`src/rtl/timebase_pkg.sv`:
```
// Shared definitions for the microsecond timebase and its timer channels.
//   MODE_ONESHOT / MODE_PERIODIC : channel mode encodings
//   ch_state_t                   : per-channel control state
package timebase_pkg;

  localparam logic MODE_ONESHOT  = 1'b0;
  localparam logic MODE_PERIODIC = 1'b1;

  typedef enum logic {
    IDLE,
    RUN
  } ch_state_t;

endpackage

```
`src/rtl/timer_channel.sv`:
```
// One down-counting timer channel clocked by the shared microsecond tick.
// Ports:
//   clk_i, rst_ni  : clock, asynchronous active-low reset
//   tick_en_i      : one-cycle microsecond tick
//   load_i         : load period_i/mode_i and start (period 0 idles the channel)
//   stop_i         : stop the channel, remaining holds for readback
//   period_i       : period in ticks
//   mode_i         : 0 = one-shot, 1 = periodic
//   remaining_o    : remaining ticks
//   running_o      : channel is in RUN
//   expire_o       : registered one-cycle expiry pulse
module timer_channel
  import timebase_pkg::*;
#(
  parameter int unsigned P_CHANNEL_WIDTH = 24
) (
  input  logic                       clk_i,
  input  logic                       rst_ni,
  input  logic                       tick_en_i,
  input  logic                       load_i,
  input  logic                       stop_i,
  input  logic [P_CHANNEL_WIDTH-1:0] period_i,
  input  logic                       mode_i,
  output logic [P_CHANNEL_WIDTH-1:0] remaining_o,
  output logic                       running_o,
  output logic                       expire_o
);

  ch_state_t                  state_q, state_d;
  logic [P_CHANNEL_WIDTH-1:0] remaining_q, remaining_d;
  logic [P_CHANNEL_WIDTH-1:0] period_q, period_d;
  logic                       mode_q, mode_d;
  logic                       expire_q, expire_d;

  always_ff @(posedge clk_i or negedge rst_ni) begin
    if (!rst_ni) begin
      state_q     <= IDLE;
      remaining_q <= '0;
      period_q    <= '0;
      mode_q      <= MODE_ONESHOT;
      expire_q    <= 1'b0;
    end else begin
      state_q     <= state_d;
      remaining_q <= remaining_d;
      period_q    <= period_d;
      mode_q      <= mode_d;
      expire_q    <= expire_d;
    end
  end

  // Priority: load beats stop, stop beats tick (so a stop on the expiring tick
  // suppresses the pulse), and a load on a tick ignores that tick.
  always_comb begin
    state_d     = state_q;
    remaining_d = remaining_q;
    period_d    = period_q;
    mode_d      = mode_q;
    expire_d    = 1'b0;
    if (load_i) begin
      if (period_i != '0) begin
        period_d    = period_i;
        remaining_d = period_i;
        mode_d      = mode_i;
        state_d     = RUN;
      end else begin
        remaining_d = '0;
        state_d     = IDLE;
      end
    end else if (stop_i) begin
      state_d = IDLE;
    end else if (state_q == RUN && tick_en_i) begin
      if (remaining_q == P_CHANNEL_WIDTH'(1)) begin
        expire_d = 1'b1;
        if (mode_q == MODE_PERIODIC) begin
          remaining_d = period_q;
        end else begin
          remaining_d = '0;
          state_d     = IDLE;
        end
      end else begin
        remaining_d = remaining_q - P_CHANNEL_WIDTH'(1);
      end
    end
  end

  always_comb begin
    running_o   = (state_q == RUN);
    remaining_o = remaining_q;
    expire_o    = expire_q;
  end

endmodule

```
`src/rtl/timebase_timer_bank.sv`:
```
// Microsecond timebase: prescaler, free-running microsecond count and a bank
// of timer channels clocked by the same tick.
// Ports:
//   I_INPUT_CLK, I_NRESET       : clock, asynchronous active-low reset
//   I_PAUSE, I_CLEAR            : freeze / synchronous clear of the timebase
//   O_MICROSEC_COUNT, O_TICK    : free-running count and registered tick pulse
//   I_CH_SEL                    : channel select for write, stop and readback
//   I_CH_WRITE, I_CH_PERIOD,
//   I_CH_MODE, I_CH_STOP        : channel control
//   O_CH_REMAINING              : remaining count of the selected channel
//   O_CH_RUNNING, O_CH_EXPIRE   : per-channel running flags and expiry pulses
module timebase_timer_bank
  import timebase_pkg::*;
#(
  parameter int unsigned P_CYCLES_PER_TICK = 50,
  parameter int unsigned P_COUNTER_WIDTH   = 32,
  parameter int unsigned P_NUM_CHANNELS    = 4,
  parameter int unsigned P_CHANNEL_WIDTH   = 24,
  localparam int unsigned CW = (P_NUM_CHANNELS > 1) ? $clog2(P_NUM_CHANNELS) : 1
) (
  input  logic                       I_INPUT_CLK,
  input  logic                       I_NRESET,
  input  logic                       I_PAUSE,
  input  logic                       I_CLEAR,
  output logic [P_COUNTER_WIDTH-1:0] O_MICROSEC_COUNT,
  output logic                       O_TICK,
  input  logic [CW-1:0]              I_CH_SEL,
  input  logic                       I_CH_WRITE,
  input  logic [P_CHANNEL_WIDTH-1:0] I_CH_PERIOD,
  input  logic                       I_CH_MODE,
  input  logic                       I_CH_STOP,
  output logic [P_CHANNEL_WIDTH-1:0] O_CH_REMAINING,
  output logic [P_NUM_CHANNELS-1:0]  O_CH_RUNNING,
  output logic [P_NUM_CHANNELS-1:0]  O_CH_EXPIRE
);

  localparam int unsigned PW = $clog2(P_CYCLES_PER_TICK);

  logic [PW-1:0]              presc_q, presc_d;
  logic [P_COUNTER_WIDTH-1:0] count_q, count_d;
  logic                       tick_q;
  logic                       tick_en;

  assign tick_en = (presc_q == PW'(P_CYCLES_PER_TICK - 1)) && !I_PAUSE && !I_CLEAR;

  always_comb begin
    presc_d = presc_q;
    count_d = count_q;
    if (I_CLEAR) begin
      presc_d = '0;
      count_d = '0;
    end else if (tick_en) begin
      presc_d = '0;
      count_d = count_q + P_COUNTER_WIDTH'(1);
    end else if (!I_PAUSE) begin
      presc_d = presc_q + PW'(1);
    end
  end

  always_ff @(posedge I_INPUT_CLK or negedge I_NRESET) begin
    if (!I_NRESET) begin
      presc_q <= '0;
      count_q <= '0;
      tick_q  <= 1'b0;
    end else begin
      presc_q <= presc_d;
      count_q <= count_d;
      tick_q  <= tick_en;
    end
  end

  assign O_MICROSEC_COUNT = count_q;
  assign O_TICK           = tick_q;

  logic [P_NUM_CHANNELS-1:0]                      ch_load;
  logic [P_NUM_CHANNELS-1:0]                      ch_stop;
  logic [P_NUM_CHANNELS-1:0][P_CHANNEL_WIDTH-1:0] ch_rem;

  // Out-of-range selects match no channel, so writes/stops drop and readback is 0.
  always_comb begin
    ch_load        = '0;
    ch_stop        = '0;
    O_CH_REMAINING = '0;
    for (int i = 0; i < int'(P_NUM_CHANNELS); i++) begin
      if (I_CH_SEL == CW'(i)) begin
        ch_load[i]     = I_CH_WRITE;
        ch_stop[i]     = I_CH_STOP;
        O_CH_REMAINING = ch_rem[i];
      end
    end
  end

  for (genvar g = 0; g < int'(P_NUM_CHANNELS); g++) begin : g_ch
    timer_channel #(
      .P_CHANNEL_WIDTH(P_CHANNEL_WIDTH)
    ) u_ch (
      .clk_i      (I_INPUT_CLK),
      .rst_ni     (I_NRESET),
      .tick_en_i  (tick_en),
      .load_i     (ch_load[g]),
      .stop_i     (ch_stop[g]),
      .period_i   (I_CH_PERIOD),
      .mode_i     (I_CH_MODE),
      .remaining_o(ch_rem[g]),
      .running_o  (O_CH_RUNNING[g]),
      .expire_o   (O_CH_EXPIRE[g])
    );
  end

endmodule
```
`config.mk`:
```
export PLATFORM = sky130hd
export DESIGN_NAME = timebase_timer_bank
export DESIGN_NICKNAME = d
export VERILOG_FILES = /design/src/rtl/timebase_pkg.sv /design/src/rtl/timer_channel.sv /design/src/rtl/timebase_timer_bank.sv
export SDC_FILE = /design/constraint.sdc
export NUM_CORES = 1
export LEC_CHECK = 0
export ABC_AREA = 1
export CAP_MARGIN = 0
export CORE_MARGIN = 2
export CORE_UTILIZATION = 45
export DETAILED_ROUTE_END_ITERATION = 16
export PLACE_DENSITY = 0.69
export SYNTH_ARGS = -nofsm -noshare
export SYNTH_HDL_FRONTEND = slang
export SYNTH_SLANG_ARGS = --single-unit
```
`constraint.sdc`:
```
create_clock -name I_INPUT_CLK -period 2.02 [get_ports I_INPUT_CLK]
set_input_delay 0.404 -clock I_INPUT_CLK [delete_from_list [all_inputs] [get_ports I_INPUT_CLK]]
set_output_delay 0.404 -clock I_INPUT_CLK [all_outputs]
set_load 0.03 [all_outputs]
```
---- Word-level counts from Yosys, hierarchy flattened ----
Index checks and enable logic that the tools add are counted.
word-level totals
  word-level logic and storage cells ...... 156
  output and inout bits ................... 65
  flip-flop bits (word level) ............. 243
operators by class
  reductions and logical operators ........ 35
  muxes and demuxes ....................... 75
  add/subtract/negate cells ............... 6
  equal/unequal tests ..................... 17
operator list
  operator                                              count
  2-to-1 mux 24 bit                                     25
  equality test 24 x 1 -> 1 bit, second input constant  4
  subtractor 24 x 1 -> 24 bit, second input constant    4
  2-to-1 mux 32 bit                                     2
  2-to-1 mux 1 bit                                      45
  adder 32 x 1 -> 32 bit, second input constant         1
  nonzero test 24 bit                                   1
  nonzero test 3 bit                                    8
  2-to-1 mux 6 bit                                      3
  AND reduction 2 bit                                   8
  != test 3 x 1 -> 1 bit, second input constant         5
  AND reduction 3 bit                                   4
  nonzero test 2 bit                                    5
  != test 2 x 1 -> 1 bit, second input constant         4
  adder 6 x 1 -> 6 bit, second input constant           1
  equality test 6 bit, second input constant            1
  logical AND 1 bit                                     6
  equality test 2 bit, second input constant            2
  equality test 2 x 1 -> 1 bit, second input constant   1
  zero test 1 bit                                       2
  zero test 2 bit                                       1

---- Logic depth before layout (Yosys ltp) ----
  word-level depth ........................ 7
  mapped depth ............................ 12

---- Hierarchy ----
A second synthesis with hierarchy kept.
unflattened totals
  cells, all modules ...................... 2385
  area total of the unflattened synthesis .. 15767.6 µm²
modules (own cells, without submodules)
  module                            area an instance (µm²)  cells an instance  seq. area each (µm²)  instances
  timer_channel (g_ch[0].u_ch ...)  3163.0                  477                1276.2                2
  timer_channel (g_ch[3].u_ch)      3283.1                  475                1276.2                1
  timer_channel (g_ch[2].u_ch)      3171.8                  475                1276.2                1
  timebase_timer_bank               2986.6                  481                975.9                 1

---- Worst setup path before layout ----
No wires, ideal clock.
  kind .................................... reg-to-reg
  start ................................... register count_q[0], in the netlist O_MICROSEC_COUNT[0]
  end ..................................... register count_q[18], in the netlist O_MICROSEC_COUNT[18]
  path buffers ............................ 0
  setup slack ............................. 189 ps
  data arrival time ....................... 1714 ps
  period minus slack after synthesis ...... 1831 ps
  cell stages (with the launch flop) ...... 11
  required time ........................... 1903 ps
  library setup time ...................... 117 ps
  cells stage by stage .................... dfrtp_1 > ha_1 > nand2_1 > nor2_2 > nand2_1 > clkinv_1 > nand2_1 > nor3_1 > nand3_1 > nor2_1 > nor2_1
on the way
  longest elaborated chain between the ends .. 3
RTL lines
  item                    line                       text
  start, declared         timebase_timer_bank.sv:40  logic [P_COUNTER_WIDTH-1:0] count_q, count_d;
  start signal, assigned  timebase_timer_bank.sv:67  count_q <= count_d;
  adder 32 x 1 -> 32 bit  timebase_timer_bank.sv:54  count_d = count_q + P_COUNTER_WIDTH'(1);
  2-to-1 mux 32 bit       timebase_timer_bank.sv:52  end else if (tick_en) begin
  2-to-1 mux 32 bit       timebase_timer_bank.sv:49  if (I_CLEAR) begin
Every way passes these cells. The select of a mux whose other input is x is not followed.
A chain may end at the register's enable or synchronous reset.

---- Final worst setup path ----
  start ................................... register g_ch[1].u_ch.remaining_q[15]
  end ..................................... output O_CH_REMAINING[15]
on the way
  longest elaborated chain between the ends .. 3
RTL lines
  item                             line                       text
  start, declared                  timer_channel.sv:30        logic [P_CHANNEL_WIDTH-1:0] remaining_q, remaining_d;
  start signal, assigned           timer_channel.sv:44        remaining_q <= remaining_d;
  2-to-1 mux 24 bit (3 in series)  timebase_timer_bank.sv:85  if (I_CH_SEL == CW'(i)) begin
  end, declared                    timebase_timer_bank.sv:32  output logic [P_CHANNEL_WIDTH-1:0] O_CH_REMAINING,
Every way passes these cells.

==> impl_metrics.py <==
metrics = {
    "status": {
        "status": "finished with violations",
        "failed_checks": "setup timing",
    },
    "setup_path": {
        "arrival_ns": 1.72,
        "critPathCaptureType": "output port",
        "crit_fanout": 2,
        "critical_path_class": "flop to output port",
        "start_kind": "flop",
        "crit_required_ns": 1.62,
    },
    "pwr": {
        "irDropWorstVdd_mv": 0.752,
        "fin_total_pwr_mw": 18.5,
        "leakagePower_nw": 10.1,
        "p_per_area_mw_per_mm2": 898,
    },
    "synthesis": {
        "async_reset_ff_frac": 1.00,
        "synth_warnings": 0,
        "synth_edf_count": 0,
        "syn_nets": 2357,
        "synth_common_cells": "nand2_1 (681), nor2_1 (327), dfrtp_1 (243)",
        "syn_avg_cell_area_um2": 6.71,
        "syn_inst": 2313,
        "synth_area_mm2": 0.0155,
        "synth.most_common_cell": "nand2_1",
        "synth_cell_types": 41,
        "synth_top_area_cell": "dfrtp_1",
        "netlist_top_cells_area": "dfrtp_1 (39%), nand2_1 (16%), nor2_1 (7.9%)",
        "ys.flop_type": "dfrtp_1",
        "ys_ff_latch": 243,
        "synth_top_area_frac": 0.392,
        "ys_seq_area_frac": 0.392,
    },
    "placed_design": {
        "hpwlAfterDp_um": 48500,
        "gp_congestion": 1.07,
        "io_buffer_count": 97,
        "placed_cells": 3006,
        "dpl_cell_area_mm2": 0.0186,
        "pre_cts_ws_ns": -0.388,
    },
    "grt": {
        "grt_overflow": 0,
        "antenna_found_initial": 2,
        "grt_max_degree": 57,
        "first_global_vias": 16700,
        "track_usage": 0.359,
        "grt_pass1_wl_um": 98200,
    },
    "run": {
        "max_cap_viol_count": 0,
    },
    "clock_network": {
        "clockBufferDepth": 3,
        "htree_levels": 1,
        "clkSinkCount": 243,
        "clkTransAtPathRegs_ns": 0.06,
        "clkLatencyLatePin_ns": 0.58,
        "cts_buffers": 29,
        "cts_root_buffer": "clkbuf_16",
        "cts_tree": "yes",
    },
    "detailed_routing": {
        "drc": 0,
        "met1Wirelength_um": 26100,
        "met2_length_um": 28400,
        "vias_per_cell": 5.61,
        "wl_met3_um": 6180,
        "drtIter0Drc": 1772,
        "first_pass_iters": 6,
        "drt-total-wl_um": 64900,
        "final_antenna_net_count": 0,
        "top_layer_used": "met5",
        "wl_per_cell_um": 20.7,
        "vias": 17600,
    },
    "sta": {
        "finalWorstSetupSlack_ns": -0.102,
        "whs_ns": 0.353,
        "finalClockSkew_ns": 0.0143,
        "setup-violations-final": 14,
        "slew_violations": 0,
        "maxSlewHeadroom": 0.658,
        "finalCritPeriodShare": 1.05,
        "hold_viol_final": 0,
        "clock.fmax_mhz": 471,
        "period_minus_slack_ns": 2.12,
        "max_slew.worst_pin.slew_ns": 0.513,
        "rsz0062_at_grt": "true",
    },
    "finish": {
        "drive_gt1_frac": 0.211,
        "nNetsFinal": 2710,
        "stdcell_area_mm2": 0.0206,
        "fin_cells": 3134,
        "nFillCells": 3134,
        "area_delta_synth_final_pct": 32.9,
    },
    "die": {
        "core_mm2": 0.0337,
        "rows": 67,
        "die_h_um": 190,
        "die_w_um": 190,
        "num_io_pins": 98,
        "dieArea_mm2": 0.0360,
        "start_util": 0.460,
    },
    "hold_path": {
        "min-delay-path-class": "primary input to async pin",
    },
}
## per-stage QoR
stage | util | setup TNS [ns]
3_3_place_gp | 0.552 | -47.00
3_5_place_dp | 0.552 | -53.88
4_1_cts | 0.597 | -0.278
5_1_grt | 0.612 | -2.64
6_report | 0.612 | -0.308
2_1_floorplan | - | 0
## layer usage
layer | track usage | vias up
li1 | - | 8211
met1 | 0.468 | 8313
met2 | 0.555 | 866
met3 | 0.0777 | 188
met4 | 0.198 | 2
met5 | 0.00962 | -
## layout by cell type (no fill, tap or decap), types with 14 or more instances in the layout
cell / count
nand3_1: 153
inv_2: 33
buf_4: 293
nor2_4: 14
inv_1: 167
dfrtp_1: 225
a21oi_2: 17
a21oi_1: 178
o21ai_0: 141
dfrtp_2: 18
xor2_1: 31
buf_12: 26
nor2_1: 314
nand4_1: 42
clkbuf_16: 29
o21ai_1: 39
clkdlybuf4s50_1: 33
inv_4: 16
dlygate4sd2_1: 37
nand2_1: 670
nand2_2: 17
nor3_1: 30
nor2_2: 24
## critical path: stages (launching register included)
cell,delay (ns)
dfrtp_1,0.37
buf_6,0.11
clkinvlp_4,0.16
o22ai_2,0.21
a21oi_2,0.05
o21ai_1,0.08
buf_4,0.18
## area by class of cell
class                      instances  area [um^2]  area share
antenna                            1         2.50    0.000121
clock buffer                      39          813      0.0395
clock inverter                    11          160     0.00777
inverter                         226          925      0.0449
multi-input combinational       1758         8460       0.410
sequential                       243         6100       0.296
tap                              448          561      0.0272
timing repair buffer             408         3590       0.174
## logic make-up after synthesis
logic type,after synthesis,share of synthesized area
simple gates,1294,0.352
buf+inv,312,0.0844
flops,243,0.392
xor+xnor,33,0.0186
fa+ha+maj,11,0.00887
compound gates,420,0.144
## path summary, 6_finish.rpt
| path | startpoint | endpoint | slack, ns | cells past startpoint |
|---|---|---|---|---|
| max in group asynchronous | I_NRESET | g_ch[3].u_ch.period_q[17] | 0.97 | 3 |
| worst min-delay path | I_NRESET | O_MICROSEC_COUNT[20] | 0.35 | 2 |
| worst max-delay path | g_ch[1].u_ch.remaining_o[15] | O_CH_REMAINING[15] | -0.10 | 6 |
| worst min register to register | g_ch[3].u_ch.period_q[10] | g_ch[3].u_ch.period_q[10] | 0.48 | 2 |
| worst max register to register | g_ch[0].u_ch.remaining_o[14] | g_ch[0].u_ch.remaining_o[18] | -0.02 | 11 |
| min in group I_INPUT_CLK | g_ch[3].u_ch.period_q[10] | g_ch[3].u_ch.period_q[10] | 0.48 | 2 |
## registers in the layout, summed over array words and instances (netlist names)
signal,count
O_TICK,1
g_ch.u_ch.remaining_o,96
g_ch.u_ch.period_q,96
O_MICROSEC_COUNT,32
g_ch.u_ch.running_o,4
g_ch.u_ch.expire_o,4
presc_q,6
g_ch.u_ch.mode_q,4
## where the power goes
group	switching, mW	internal, mW
clock	2.20	3.30
combinational	3.99	2.53
sequential	0.760	5.72
## repair_timing
action	in CTS	in global routing
pin swaps	7	19
gates resized for setup	153	99
setup buffers	57	30
setup endpoints to repair	83	119
hold endpoints to repair	49	0
hold buffers	1	0
(Power assumes the default switching activity.)
